### config.mk
export PLATFORM = sky130hd
export DESIGN_NAME = seg_scan_capture
export DESIGN_NICKNAME = d
export VERILOG_FILES = /design/src/rtl/kt_seg_pkg.sv /design/src/rtl/seg7_to_bcd.sv /design/src/rtl/seg_scan_capture.sv
export SDC_FILE = /design/constraint.sdc
export NUM_CORES = 1
export LEC_CHECK = 0
export ABC_AREA = 1
export CORE_MARGIN = 2
export CORE_UTILIZATION = 60
export DETAILED_ROUTE_END_ITERATION = 16
export MAX_ROUTING_LAYER = met4
export PLACE_DENSITY = 0.83
export SLEW_MARGIN = 15
export SYNTH_ARGS = -nofsm -noshare
export SYNTH_HDL_FRONTEND = slang
export SYNTH_HIERARCHICAL = 1
export SYNTH_SLANG_ARGS = --single-unit
### constraint.sdc
create_clock -name clk -period 5.05 [get_ports clk]
set_input_delay 0.505 -clock clk [delete_from_list [all_inputs] [get_ports clk]]
set_output_delay 0.505 -clock clk [all_outputs]
set_load 0.05 [all_outputs]
### src/rtl/kt_seg_pkg.sv
// Shared 7-segment constants for the kitchen-timer display driver and its capture monitor.
// Latency: n/a (constants and types only).
// Backpressure: n/a.
// Contents: active-low {g,f,e,d,c,b,a} digit patterns, decoded code values, digit type.
package kt_seg_pkg;

  // Active-low segment patterns, bit order {g,f,e,d,c,b,a}.
  localparam logic [6:0] SEG_0     = 7'b1000000;
  localparam logic [6:0] SEG_1     = 7'b1111001;
  localparam logic [6:0] SEG_2     = 7'b0100100;
  localparam logic [6:0] SEG_3     = 7'b0110000;
  localparam logic [6:0] SEG_4     = 7'b0011001;
  localparam logic [6:0] SEG_5     = 7'b0010010;
  localparam logic [6:0] SEG_6     = 7'b0000010;
  localparam logic [6:0] SEG_7     = 7'b1111000;
  localparam logic [6:0] SEG_8     = 7'b0000000;
  localparam logic [6:0] SEG_9     = 7'b0010000;
  localparam logic [6:0] SEG_BLANK = 7'b1111111;

  // Decoded values that are not BCD digits.
  localparam logic [3:0] CODE_BLANK   = 4'hF;
  localparam logic [3:0] CODE_INVALID = 4'hE;

  localparam int NUM_DIGITS = 4;

  typedef logic [3:0] bcd_t;

endpackage

### src/rtl/seg7_to_bcd.sv
// Decodes one active-low 7-segment pattern back to its BCD digit code.
// Latency: combinational.
// Backpressure: none.
// Ports: seg[6:0] {g..a} active-low in; code[3:0] out (0-9, F=blank, E=unknown); invalid out.
module seg7_to_bcd
  import kt_seg_pkg::*;
(
  input  logic [6:0] seg,
  output bcd_t       code,
  output logic       invalid
);

  always_comb begin
    code    = CODE_INVALID;
    invalid = 1'b0;
    case (seg)
      SEG_0:     code = 4'd0;
      SEG_1:     code = 4'd1;
      SEG_2:     code = 4'd2;
      SEG_3:     code = 4'd3;
      SEG_4:     code = 4'd4;
      SEG_5:     code = 4'd5;
      SEG_6:     code = 4'd6;
      SEG_7:     code = 4'd7;
      SEG_8:     code = 4'd8;
      SEG_9:     code = 4'd9;
      SEG_BLANK: code = CODE_BLANK;
      default:   invalid = 1'b1;
    endcase
  end

endmodule

### src/rtl/seg_scan_capture.sv
// Captures a scanned 4-digit 7-segment display (cathode/AN) and republishes it as BCD frames.
// Latency: pin change -> pending after SYNC_STAGES+SETTLE_CYCLES edges; frame 1 edge after 4th slot.
// Backpressure: none; free-running monitor, frame_valid is a pulse that must be taken when seen.
// Ports: clk, rst_n (async, active-low); cathode[6:0], AN[3:0] active-low pins;
//        digits[15:0] {d3,d2,d1,d0}, frame_valid, seg_err, an_err pulses; display_off level.
module seg_scan_capture
  import kt_seg_pkg::*;
#(
  parameter int SYNC_STAGES   = 2,
  parameter int SETTLE_CYCLES = 4,
  parameter int OFF_TIMEOUT   = 4096
) (
  input  logic        clk,
  input  logic        rst_n,
  input  logic [6:0]  cathode,
  input  logic [3:0]  AN,
  output logic [15:0] digits,
  output logic        frame_valid,
  output logic        seg_err,
  output logic        an_err,
  output logic        display_off
);

  localparam int SW = $clog2(SETTLE_CYCLES + 1);
  localparam int IW = $clog2(OFF_TIMEOUT + 1);

  localparam logic [SW-1:0] SETTLE_MAX = SW'(SETTLE_CYCLES);
  localparam logic [SW-1:0] SETTLE_ONE = SW'(1);
  localparam logic [IW-1:0] IDLE_MAX   = IW'(OFF_TIMEOUT);
  localparam logic [IW-1:0] IDLE_ONE   = IW'(1);

  // {AN, cathode} travel through the synchronizer as one 11-bit word.
  logic [SYNC_STAGES-1:0][10:0] sync_q, sync_d;
  logic [10:0]                  prev_q, prev_d;
  logic [SW-1:0]                settle_q, settle_d;
  logic [IW-1:0]                idle_q, idle_d;
  logic [NUM_DIGITS-1:0]        mask_q, mask_d;
  bcd_t [NUM_DIGITS-1:0]        pending_q, pending_d;
  logic [15:0]                  digits_q, digits_d;
  logic                         frame_valid_q, frame_valid_d;
  logic                         seg_err_q, seg_err_d;
  logic                         an_err_q, an_err_d;

  logic [10:0] samp;
  logic [3:0]  an_s;
  logic [6:0]  cath_s;
  logic        changed;
  logic        accept;
  logic        an_idle;
  logic        an_one_hot;
  logic        an_multi;
  logic        publish;
  bcd_t        dec_code;
  logic        dec_invalid;

  assign samp   = sync_q[SYNC_STAGES-1];
  assign an_s   = samp[10:7];
  assign cath_s = samp[6:0];

  seg7_to_bcd u_dec (
    .seg     (cath_s),
    .code    (dec_code),
    .invalid (dec_invalid)
  );

  // Synchronizer chain: stage 0 takes the pins, each later stage the one before.
  always_comb begin
    sync_d    = sync_q;
    sync_d[0] = {AN, cathode};
    for (int s = 1; s < SYNC_STAGES; s++) begin
      sync_d[s] = sync_q[s-1];
    end
  end

  // Dwell detection. The counter saturates, so an accept happens on the single
  // edge where it first reaches SETTLE_CYCLES; a held pattern is accepted once.
  // A change sample reloads to 1, which for SETTLE_CYCLES==1 is itself the accept.
  always_comb begin
    changed = (samp != prev_q);
    prev_d  = samp;
    if (changed) begin
      settle_d = SETTLE_ONE;
    end else if (settle_q == SETTLE_MAX) begin
      settle_d = settle_q;
    end else begin
      settle_d = settle_q + SETTLE_ONE;
    end
    accept = (settle_d == SETTLE_MAX) && (changed || (settle_q != SETTLE_MAX));
  end

  // Anode classification of the synced sample.
  always_comb begin
    an_idle    = (an_s == 4'hF);
    an_one_hot = ($countones(~an_s) == 1);
    an_multi   = !an_idle && !an_one_hot;
  end

  // Idle counter runs on raw synced AN, not on accepts, so any lit digit
  // (even a glitch) restarts the blank-display timeout.
  always_comb begin
    if (!an_idle) begin
      idle_d = '0;
    end else if (idle_q == IDLE_MAX) begin
      idle_d = idle_q;
    end else begin
      idle_d = idle_q + IDLE_ONE;
    end
  end

  // Frame assembly. Publishing and the idle discard both clear the mask first;
  // a capture on the same edge then lands in the fresh mask for the next frame.
  always_comb begin
    publish   = (mask_q == 4'hF);
    mask_d    = mask_q;
    pending_d = pending_q;
    digits_d  = digits_q;

    if (publish) begin
      digits_d = pending_q;
      mask_d   = '0;
    end
    if (idle_q == IDLE_MAX) begin
      mask_d = '0;
    end

    if (accept && an_one_hot) begin
      for (int i = 0; i < NUM_DIGITS; i++) begin
        if (!an_s[i]) begin
          pending_d[i] = dec_code;
          mask_d[i]    = 1'b1;
        end
      end
    end

    frame_valid_d = publish;
    seg_err_d     = accept && dec_invalid;
    an_err_d      = accept && an_multi;
  end

  always_ff @(posedge clk or negedge rst_n) begin
    if (!rst_n) begin
      sync_q        <= '1;
      prev_q        <= '1;
      settle_q      <= '0;
      idle_q        <= '0;
      mask_q        <= '0;
      pending_q     <= '1;
      digits_q      <= 16'hFFFF;
      frame_valid_q <= 1'b0;
      seg_err_q     <= 1'b0;
      an_err_q      <= 1'b0;
    end else begin
      sync_q        <= sync_d;
      prev_q        <= prev_d;
      settle_q      <= settle_d;
      idle_q        <= idle_d;
      mask_q        <= mask_d;
      pending_q     <= pending_d;
      digits_q      <= digits_d;
      frame_valid_q <= frame_valid_d;
      seg_err_q     <= seg_err_d;
      an_err_q      <= an_err_d;
    end
  end

  assign digits      = digits_q;
  assign frame_valid = frame_valid_q;
  assign seg_err     = seg_err_q;
  assign an_err      = an_err_q;
  assign display_off = (idle_q == IDLE_MAX);

endmodule

==> impl_metrics.py <==
metrics = {
    "drt": {
        "drt-total-wl_um": 6620,
        "first_pass_iters": 4,
        "vias": 2716,
        "wl_per_cell_um": 12.4,
        "drc_errors": 0,
        "ant_nets": 0,
        "drtIter0Drc": 172,
        "vias_per_cell": 5.09,
    },
    "global_routing": {
        "grt.overflow.total": 0,
        "grt_pass1_vias": 2612,
        "grt-busiest-layer": "met2",
        "antenna_found_initial": 0,
        "grt_max_degree": 89,
        "use_met2": 0.341,
        "grt_usage": 0.210,
        "use_met3": 0.0354,
        "gr-usage-met1": 0.262,
        "grt_pass1_wl_um": 11500,
    },
    "yosys": {
        "yosysTopAreaCellShare": 0.442,
        "synth-seq-area-share": 0.592,
        "ys_types": 29,
        "avgSynthCellArea_um2": 9.35,
        "synth_compound_area_frac": 0.0331,
        "synthSimpleGateAreaFrac": 0.275,
        "synth_top_cell_by_area": "dfstp_2",
        "synth-xor-area-share": 0.0159,
        "synth_nets": 434,
        "ys_ff_latch": 88,
        "synth_top_family_by_area": "simple AND/OR/NAND/NOR gates",
        "synthAdderAreaFrac": 0.0279,
        "syn_inst": 413,
        "muxShareOfSynthArea": 0,
        "ys_warn_count": 6,
        "yosys-top-cells-area": "dfstp_2 44%, dfrtp_1 15%, nand2_1 14%",
        "synth_area_um2": 3860,
    },
    "clocking": {
        "cts.clk_slew.worst_paths_ns": 0.08,
        "numCtsBuffers": 9,
        "hold_buffers": 0,
        "cts_setup_buffers": 0,
        "cts_sinks": 88,
        "h-tree-depth": 3,
        "cts_tree": "done",
        "clockRootBuffer": "clkbuf_8",
        "clk_latency_ns": 0.36,
        "cts_buffer_depth": 2,
        "cts.repair.resized": 0,
    },
    "finish": {
        "insertedDiodeCount": 0,
        "utilization": 0.713,
        "final_layout_size_suffix_gt1_frac": 0.241,
        "stdcell_area_um2": 4470,
        "nFillCells": 463,
        "final_net_count": 473,
        "area_delta_synth_final_pct": 15.9,
    },
    "place": {
        "portBuffers": 32,
        "gp_congestion": 0.867,
        "place_area_um2": 4250,
        "dpl.hpwl_um": 4580,
    },
    "timing": {
        "finalCriticalPeriod_ns": 2.81,
        "skew_ns": 0.00743,
        "rsz0062_at_grt": "false",
        "slew_headroom": 0.327,
        "setup_viol": 0,
        "slew_violations": 0,
        "finalCritPeriodShare": 0.556,
        "tightest_slew_ns": 1.01,
        "hold_viol": 0,
        "max_freq_mhz": 356,
        "fin_tns_setup_ns": 0,
    },
    "worst_setup_path": {
        "crit_path_frequent_cell": "inv_1",
        "crit_slowest_cell": "clkdlybuf4s50_1",
        "cp-end-kind": "output port",
        "rr_startpoint": "prev_d[8]",
        "cp_max_fo": 6,
        "crit_chain": "inv_1, ha_1, nand4_1, inv_1, nand2_1, inv_1, clkdlybuf4s50_1",
        "max_stage_delay_ns": 0.81,
        "ff2ff_setup_slack_ns": 2.37,
        "crit_arrival_ns": 2.30,
        "critPathLaunch": "idle_q[0]",
        "timing.rr.end": "pending_q[10]",
        "worstSetupStartpointType": "register",
        "worstPathRequired_ns": 4.55,
        "worst-setup-path-type": "reg -> out",
        "crit_path_end": "display_off",
        "rr_worst_depth": 9,
    },
    "status": {
        "status": "finished clean",
    },
    "floorplan": {
        "row_count": 29,
        "dieArea_um2": 7090,
        "die_h_um": 84.2,
        "ios": 33,
        "die_width_um": 84.2,
        "core_um2": 6280,
        "start_util": 0.615,
    },
    "pwr": {
        "vdd_drop_max_uv": 227,
        "power.density_nw_per_um2": 301,
        "leakagePower_nw": 2.11,
    },
    "run": {
        "maxCapViolations": 0,
    },
    "worst_hold_path": {
        "min_path_type": "in -> async",
    },
}
## Yosys cell counts
master	instances
nand3_1	31
nor3b_1	1
xnor2_1	6
nand2_2	5
buf_6	1
dfstp_2	65
nand4_1	5
nor2_2	8
nor3_1	7
xor2_1	1
inv_2	3
nor4_1	2
dfrtp_1	23
clkbuf_1	2
a21oi_1	13
nand3_2	6
clkinv_1	1
nor3_2	2
and3_2	1
ha_1	7
o21ai_0	11
nand4_4	1
buf_1	1
nand2_1	139
inv_1	48
fa_1	1
o211ai_1	1
nor2_4	4
nor2_1	17
## registers in the layout, indices dropped and copies added, names as in the netlist, 3 cells and up
register and cells:
prev_d 11, digits 16, idle_q 13, sync_d 11, prev_q 11, settle_q 3, pending_q 16, mask_q 4
## worst max-delay path, delay by kind of cell, from the launching register on
kind          cells  cell delay [ns]
buf+inv           4             1.10
fa+ha+maj         1             0.17
simple gates      2             0.26
flops             1             0.41
## cells by family after synthesis
logic type,Yosys count
adders and majority gates,8
xor gates and xnor gates,7
buffers and inverters,56
AOI/OAI and AO/OA,25
DFF,88
and+or+nand+nor,229
## through the flow
stage          hold slack (ns)  setup slack (ns)  total power (W)  std cells
2_1_floorplan            0.209              2.63         0.000789        413
3_3_place_gp             0.345              2.53         0.000819        518
3_5_place_dp             0.347              2.41         0.000822        518
4_1_cts                  0.356              2.23          0.00136        534
5_1_grt                  0.361              2.08          0.00140        534
6_report                 0.324              2.24          0.00135        534
## layout by cell type, fill, tap and decap left out, drive strengths merged
cell           instances
dfrtp                 23
o211ai                 1
nor3b                  1
dfstp                 65
clkbuf                12
a21oi                 13
nor4                   2
clkdlybuf4s50         31
nor3                   9
o21ai                 11
nand4                  6
and3                   1
fa                     1
nand3                 37
clkinv                 1
xnor2                  6
ha                     7
inv                   52
nand2                144
xor2                   1
bufinv                 2
nor2                  29
clkinvlp               1
buf                    1
## worst min-delay path by stage
stage,startpoint,endpoint,slack (ns)
floorplan,rst_n,an_err,0.21
global placement,sync_d[13],prev_d[2],0.35
detailed placement,sync_d[13],prev_d[2],0.35
CTS,rst_n,settle_q[2],0.36
global route,sync_d[11],prev_d[0],0.36
finish,rst_n,settle_q[2],0.32
## metal layers
layer  vias up  share of wire
met5         -              0
met3        12          0.033
li1       1366              -
met2        45           0.48
met4         0          0.016
met1      1293           0.47
## power breakdown
group,total [W],internal [W],switching (W)
Combinational,0.0000673,0.0000233,0.0000439
Clock,0.000536,0.000294,0.000242
Sequential,0.000742,0.000730,0.0000121
Total,0.00135,0.00105,0.000298
## cell type report
| class | count | area, um^2 | area share |
|---|---|---|---|
| sequential | 88 | 2280 | 0.510 |
| multi-input combinational | 269 | 1360 | 0.304 |
| timing repair buffer | 32 | 318 | 0.0710 |
| inverter | 52 | 195 | 0.0436 |
| clock buffer | 12 | 145 | 0.0324 |
| tap | 77 | 96.3 | 0.0215 |
| clock inverter | 4 | 76.3 | 0.0171 |
(Power assumes the default switching activity.)
